## config.mk

```make
export PLATFORM = sky130hd
export DESIGN_NAME = sha2_round_engine
export DESIGN_NICKNAME = d
export VERILOG_FILES = /design/src/rtl/sha2_round_engine.sv
export SDC_FILE = /design/constraint.sdc
export NUM_CORES = 2
export LEC_CHECK = 0
export ABC_AREA = 1
export BUFFER_PORTS_ARGS = -buffer_cell sky130_fd_sc_hd__buf_4
export CORE_MARGIN = 8
export CORE_UTILIZATION = 35
export DETAILED_ROUTE_END_ITERATION = 16
export PLACE_DENSITY = 0.5
export SETUP_SLACK_MARGIN = 0.15
export SLEW_MARGIN = 10
export SYNTH_ARGS = -nofsm -noshare
export SYNTH_HDL_FRONTEND = slang
export SYNTH_SLANG_ARGS = --single-unit
export TNS_END_PERCENT = 50
```

## constraint.sdc

```tcl
create_clock -name CLK -period 7.3 [get_ports CLK]
set_input_delay 0.365 -clock CLK [delete_from_list [all_inputs] [get_ports CLK]]
set_output_delay 0.365 -clock CLK [all_outputs]
set_load 0.005 [all_outputs]
```

## src/rtl/sha2_round_engine.sv

```systemverilog
// SHA-256/SHA-224 compression engine: one 512-bit block per job, UNROLL rounds per clock,
// internal chaining digest with feed-forward add on completion.
module sha2_round_engine #(
    parameter int UNROLL = 1
) (
    input  logic         CLK,
    input  logic         RESET_N,
    input  logic         START,
    input  logic         FIRST,
    input  logic         MODE,
    input  logic [511:0] BLK_IN,
    output logic         READY,
    output logic         DONE,
    output logic [255:0] DIGEST
);

    if (UNROLL != 1 && UNROLL != 2 && UNROLL != 4) begin : g_bad_unroll
        $error("sha2_round_engine: UNROLL must be 1, 2 or 4");
    end

    typedef enum logic [1:0] {ST_IDLE = 2'd0, ST_RUN = 2'd1, ST_FINAL = 2'd2} state_t;

    localparam logic [255:0] IV_256 = 256'h6a09e667_bb67ae85_3c6ef372_a54ff53a_510e527f_9b05688c_1f83d9ab_5be0cd19;
    localparam logic [255:0] IV_224 = 256'hc1059ed8_367cd507_3070dd17_f70e5939_ffc00b31_68581511_64f98fa7_befa4fa4;

    localparam logic [31:0] K [64] = '{
        32'h428a2f98, 32'h71374491, 32'hb5c0fbcf, 32'he9b5dba5, 32'h3956c25b, 32'h59f111f1, 32'h923f82a4, 32'hab1c5ed5,
        32'hd807aa98, 32'h12835b01, 32'h243185be, 32'h550c7dc3, 32'h72be5d74, 32'h80deb1fe, 32'h9bdc06a7, 32'hc19bf174,
        32'he49b69c1, 32'hefbe4786, 32'h0fc19dc6, 32'h240ca1cc, 32'h2de92c6f, 32'h4a7484aa, 32'h5cb0a9dc, 32'h76f988da,
        32'h983e5152, 32'ha831c66d, 32'hb00327c8, 32'hbf597fc7, 32'hc6e00bf3, 32'hd5a79147, 32'h06ca6351, 32'h14292967,
        32'h27b70a85, 32'h2e1b2138, 32'h4d2c6dfc, 32'h53380d13, 32'h650a7354, 32'h766a0abb, 32'h81c2c92e, 32'h92722c85,
        32'ha2bfe8a1, 32'ha81a664b, 32'hc24b8b70, 32'hc76c51a3, 32'hd192e819, 32'hd6990624, 32'hf40e3585, 32'h106aa070,
        32'h19a4c116, 32'h1e376c08, 32'h2748774c, 32'h34b0bcb5, 32'h391c0cb3, 32'h4ed8aa4a, 32'h5b9cca4f, 32'h682e6ff3,
        32'h748f82ee, 32'h78a5636f, 32'h84c87814, 32'h8cc70208, 32'h90befffa, 32'ha4506ceb, 32'hbef9a3f7, 32'hc67178f2
    };

    function automatic logic [31:0] big_sigma0(input logic [31:0] x);
        return {x[1:0], x[31:2]} ^ {x[12:0], x[31:13]} ^ {x[21:0], x[31:22]};
    endfunction

    function automatic logic [31:0] big_sigma1(input logic [31:0] x);
        return {x[5:0], x[31:6]} ^ {x[10:0], x[31:11]} ^ {x[24:0], x[31:25]};
    endfunction

    function automatic logic [31:0] small_sigma0(input logic [31:0] x);
        return {x[6:0], x[31:7]} ^ {x[17:0], x[31:18]} ^ {3'b000, x[31:3]};
    endfunction

    function automatic logic [31:0] small_sigma1(input logic [31:0] x);
        return {x[16:0], x[31:17]} ^ {x[18:0], x[31:19]} ^ {10'b00_0000_0000, x[31:10]};
    endfunction

    state_t       state_q, state_d;
    logic [6:0]   rc_q, rc_d;
    logic [31:0]  wv_q [8];
    logic [31:0]  wv_d [8];
    logic [31:0]  hv_q [8];
    logic [31:0]  hv_d [8];
    logic [31:0]  w_q [16];
    logic [31:0]  w_d [16];
    logic [255:0] digest_q, digest_d;
    logic         done_q, done_d;
    logic         ready_q, ready_d;

    logic [255:0] chain_s;
    logic [31:0]  ext_s [16+UNROLL];
    logic [31:0]  rv_s [UNROLL+1][8];
    logic [31:0]  t1_s [UNROLL];
    logic [31:0]  t2_s [UNROLL];

    assign chain_s = FIRST ? (MODE ? IV_224 : IV_256) : digest_q;

    // Round datapath: extends the schedule window by UNROLL words and chains UNROLL rounds.
    always_comb begin
        for (int j = 0; j < 16; j++) ext_s[j] = w_q[j];
        for (int u = 0; u < UNROLL; u++) begin
            ext_s[16+u] = small_sigma1(ext_s[14+u]) + ext_s[9+u] + small_sigma0(ext_s[1+u]) + ext_s[u];
        end
        rv_s[0] = wv_q;
        for (int u = 0; u < UNROLL; u++) begin
            t1_s[u] = rv_s[u][7] + big_sigma1(rv_s[u][4])
                    + ((rv_s[u][4] & rv_s[u][5]) ^ (~rv_s[u][4] & rv_s[u][6]))
                    + K[rc_q[5:0] + 6'(u)] + ext_s[u];
            t2_s[u] = big_sigma0(rv_s[u][0])
                    + ((rv_s[u][0] & rv_s[u][1]) ^ (rv_s[u][0] & rv_s[u][2]) ^ (rv_s[u][1] & rv_s[u][2]));
            rv_s[u+1][0] = t1_s[u] + t2_s[u];
            rv_s[u+1][1] = rv_s[u][0];
            rv_s[u+1][2] = rv_s[u][1];
            rv_s[u+1][3] = rv_s[u][2];
            rv_s[u+1][4] = rv_s[u][3] + t1_s[u];
            rv_s[u+1][5] = rv_s[u][4];
            rv_s[u+1][6] = rv_s[u][5];
            rv_s[u+1][7] = rv_s[u][6];
        end
    end

    // Next-state logic for the control FSM, datapath registers and outputs.
    always_comb begin
        state_d  = state_q;
        rc_d     = rc_q;
        wv_d     = wv_q;
        hv_d     = hv_q;
        w_d      = w_q;
        digest_d = digest_q;
        done_d   = 1'b0;
        ready_d  = ready_q;
        case (state_q)
            ST_IDLE: begin
                if (START) begin
                    for (int i = 0; i < 8; i++) begin
                        hv_d[i] = chain_s[255-32*i -: 32];
                        wv_d[i] = chain_s[255-32*i -: 32];
                    end
                    for (int j = 0; j < 16; j++) w_d[j] = BLK_IN[511-32*j -: 32];
                    rc_d    = 7'd0;
                    state_d = ST_RUN;
                    ready_d = 1'b0;
                end else begin
                    ready_d = 1'b1;
                end
            end
            ST_RUN: begin
                wv_d = rv_s[UNROLL];
                for (int j = 0; j < 16; j++) w_d[j] = ext_s[j+UNROLL];
                rc_d = rc_q + 7'(UNROLL);
                if (rc_q == 7'(64 - UNROLL)) begin
                    state_d = ST_FINAL;
                end else begin
                    state_d = ST_RUN;
                end
            end
            ST_FINAL: begin
                for (int i = 0; i < 8; i++) digest_d[255-32*i -: 32] = hv_q[i] + wv_q[i];
                done_d  = 1'b1;
                ready_d = 1'b1;
                state_d = ST_IDLE;
            end
            default: begin
                state_d = ST_IDLE;
                ready_d = 1'b1;
            end
        endcase
    end

    // State and datapath registers; reset abandons any block in flight.
    always_ff @(posedge CLK or negedge RESET_N) begin
        if (!RESET_N) begin
            state_q  <= ST_IDLE;
            rc_q     <= 7'd0;
            digest_q <= 256'd0;
            done_q   <= 1'b0;
            ready_q  <= 1'b1;
            for (int i = 0; i < 8; i++) begin
                wv_q[i] <= 32'd0;
                hv_q[i] <= 32'd0;
            end
            for (int j = 0; j < 16; j++) w_q[j] <= 32'd0;
        end else begin
            state_q  <= state_d;
            rc_q     <= rc_d;
            digest_q <= digest_d;
            done_q   <= done_d;
            ready_q  <= ready_d;
            wv_q     <= wv_d;
            hv_q     <= hv_d;
            w_q      <= w_d;
        end
    end

    assign READY  = ready_q;
    assign DONE   = done_q;
    assign DIGEST = digest_q;

endmodule
```

==> key figures <==
Route
  – DR vias/cell: ~5.4
  – Post-DRT Antenna Nets: 0
  – Via count: 87.7k
  – DR iter-0 viols: a little over 9k
  – Detailed Routing Iterations Pass 1: 6
  – Wire per inst: ~28 µm
  – DRC viols: 0
  – Detailed Route WL: around 450 mm

Clock tree
  – Clock latency on the worst-skew pair: 0.87 ns
  – H-tree levels: 4
  – CTS tree: done
  – Clock slew at reported path FFs: ~0.06 ns
  – Sink Count: around 1.3k
  – Clk buf depth: 3
  – CTS Buf Count: 161
  – Root buffer selected by CTS: clkbuf_16

Yosys
  – Synth warnings: 0
  – Post-synthesis sequential area ratio: 0.375
  – Cells after Synth: 11.4k
  – Syn_nets: 12.5k
  – #FFs+latches synth: 1291
  – Asr flop ratio synth: 1.00
  – Post-synth EDFFs: 0
  – Syn Area/Cell: roughly 7.6 µm²
  – Post-synth cell types: 74
  – Top FF cell, synth: dfrtp_1
  – Synth Cell Area: between 80000 and 90000 µm²

Timing
  – Skew final: approximately 0.074 ns
  – Slew @ Worst Pin: between 1 and 1.5 ns
  – Worst hold slack: between 0.06 and 0.07 ns
  – Slew Viols, Final: 0
  – Setup-failing EPs final: 0
  – Slew headroom: 0.126
  – Fin crit period: 6.83 ns
  – Max Fclk: 146 MHz
  – Final period util: 0.936
  – RSZ-0062 raised after global routing: yes
  – Setup TNS: 0 ns
  – Hold Fails Final Rpt: 0

Power and ir drop
  – Clock Power Share: 0.524
  – Flop pwr share: 0.430
  – Switching part of the total: 0.241
  – Logic pwr share: 0.046
  – P_int: 12.6 mW
  – Net Switching: between 4 and 5 mW
  – Pleak: between 50 and 60 nW
  – Peak VDD IR: roughly 0.20 mV
  – Power per cell area: between 150 and 200 nW/µm²

Floorplanning
  – Core Area: approximately 250000 µm²
  – IO Count: approximately 780
  – Rows: 182
  – Die footprint: between 200000 and 300000 µm²
  – Initial core utilization: 0.351
  – Die W: 512 µm
  – Die height: around 510 µm

Setup path
  – Critical Path Sink Type: register
  – Worst setup SP type: register
  – Crit Path Class: register to register
  – Top cell by count, worst path: inv_1
  – Slowest stage cell on the critical path: fa_1
  – Critical path fanouts, max: 5
  – Arr. time, crit path: roughly 7.5 ns
  – Crit path required time: roughly 8 ns
  – Max stage delay on crit path: between 0.5 and 0.6 ns

Global route
  – First-pass GRT wire length: ~640 mm
  – Total global-route track usage: 0.329
  – Grt ovf: 0
  – Largest net degree at the start of global routing: around 250
  – Initial antenna violation count: between 40 and 50
  – Vias in the first global route: between 80k and 90k

Placed design
  – IO buf count: between 700 and 800
  – Routability cong.: between 0.9 and 1
  – Hpwl dp: about 350 mm

Hold path
  – Worst hold path class: input port to register

Run
  – Max-cap violations: 0

Final layout
  – Area Overhead vs Synth: 26.2%
  – Most common cell after layout, fill and taps aside: nand2_1
  – Nets@finish: between 10k and 15k
  – Layout cells sized above 1: 0.130
  – Final core utilization: 0.443
  – Most frequent cells in the layout: 2296 x nand2_1, 1693 x o21ai_0, 1600 x inv_1, 1289 x dfrtp_1, 1235 x buf_4

Outcome
  – Status: complete, no violations
## final timing paths
check	startpoint	end	slack, ns	depth (start not counted)
max in group asynchronous	RESET_N	hv_q[61]	5.03	4
min in group asynchronous	RESET_N	ext_s[438]	0.13	2
hold reg to reg	rc_q[6]	state_q[1]	0.47	1
hold / removal	BLK_IN[385]	ext_s[417]	0.07	3
setup / recovery	rc_q[1]	rv_s[206]	0.47	42
setup reg to reg	rc_q[1]	rv_s[206]	0.47	42
## timing repair
item | in CTS | in global routing
hold endpoints to repair | 595 | 0
hold buffers | 495 | 0
gates resized for setup | 0 | 58
endpoints found under the setup margin | 0 | 22
setup buffers | 0 | 0
## Yosys cell counts (5+ instances only)
library cell / count / area [µm²]
a211oi_1: 12 / 90.1
a21boi_0: 14 / 105
a21boi_1: 9 / 67.6
a21o_1: 48 / 360
a21o_2: 6 / 52.6
a21oi_1: 1012 / 5060
a221o_1: 10 / 100
a221oi_1: 18 / 158
a22oi_1: 21 / 158
a31o_2: 6 / 52.6
a31oi_1: 52 / 325
a32o_1: 6 / 60.1
buf_1: 32 / 120
buf_2: 116 / 581
clkbuf_1: 383 / 1440
dfrtp_1: 1290 / 32300
fa_1: 195 / 3900
ha_1: 399 / 4990
inv_1: 1605 / 6020
inv_2: 6 / 22.5
nand2_1: 2301 / 8640
nand3_1: 397 / 1990
nand3_2: 8 / 80.1
nand3b_1: 36 / 270
nand4_1: 61 / 382
nor2_1: 601 / 2260
nor3_1: 74 / 370
nor4_1: 30 / 188
o2111ai_1: 9 / 78.8
o211ai_1: 90 / 676
o21a_1: 24 / 180
o21ai_0: 1702 / 8520
o21ai_1: 65 / 325
o21ai_2: 6 / 52.6
o21bai_1: 89 / 668
o221ai_1: 78 / 683
o22ai_1: 38 / 238
o311ai_0: 5 / 43.8
o31ai_1: 12 / 90.1
or2_1: 7 / 43.8
or2_2: 56 / 350
xnor2_1: 209 / 1830
xor2_1: 190 / 1660
## power groups by stage
stage               Clock (mW)  Combinational (mW)  Sequential [mW]
floorplan                    0              0.0521             7.29
global placement             0               0.533             7.29
detailed placement           0               0.532             7.29
CTS                       8.86               0.777             7.16
global route              9.11               0.818             7.15
finish                    8.73               0.773             7.16
## cells by family after synthesis
logic type	Yosys count	share of synthesized area
AND/OR/NAND/NOR	3587	0.171
XOR/XNOR	400	0.0408
adder cells (fa/ha/maj)	596	0.104
buffers and inverters	2149	0.0957
flip-flops	1291	0.375
AO/OA/AOI/OAI	3356	0.214
## worst max-delay path, delay by kind of cell (launching register included)
family	cells	cell delay, ns
fa+ha+maj	5	1.91
buf+inv	17	1.85
simple gates	13	1.33
compound gates	6	0.94
flops	1	0.45
xor+xnor	1	0.19
## cell type report
| type | instances | area [µm²] |
|---|---|---|
| Antenna cell | 26 | 65.1 |
| Clock buffer | 227 | 4640 |
| Clock inverter | 63 | 1050 |
| Fill cell | 25000 | 137000 |
| Inverter | 1612 | 6090 |
| Multi-Input combinational cell | 7939 | 45700 |
| Sequential cell | 1291 | 32300 |
| Tap cell | 3220 | 4030 |
| Timing Repair Buffer | 1754 | 14700 |
## registers in the layout (all words and copies together) (netlist names)
name	cells
DIGEST	256
DONE	1
READY	1
ext_s	512
hv_q	256
rc_q	7
rv_s	256
state_q	2
## routing by layer
metal / GRT usage / vias to the layer above / wire [µm]
li1: - / 40200 / -
met1: 0.459 / 43400 / 199000
met2: 0.516 / 3383 / 199000
met3: 0.0482 / 715 / 28800
met4: 0.128 / 10 / 20600
met5: 0 / - / 71
## stage by stage
step	cell area [µm²]	power [mW]	setup slack [ns]	instances
2_1_floorplan	86100	7.34	1.37	11400
3_5_place_dp	97700	7.82	0.328	15300
6_report	109000	16.7	0.467	16100
4_1_cts	108000	16.8	0.234	16100
5_1_grt	109000	17.1	0.0987	16100
3_3_place_gp	97700	7.82	0.376	15300
Power figures use the tool's default switching activity.
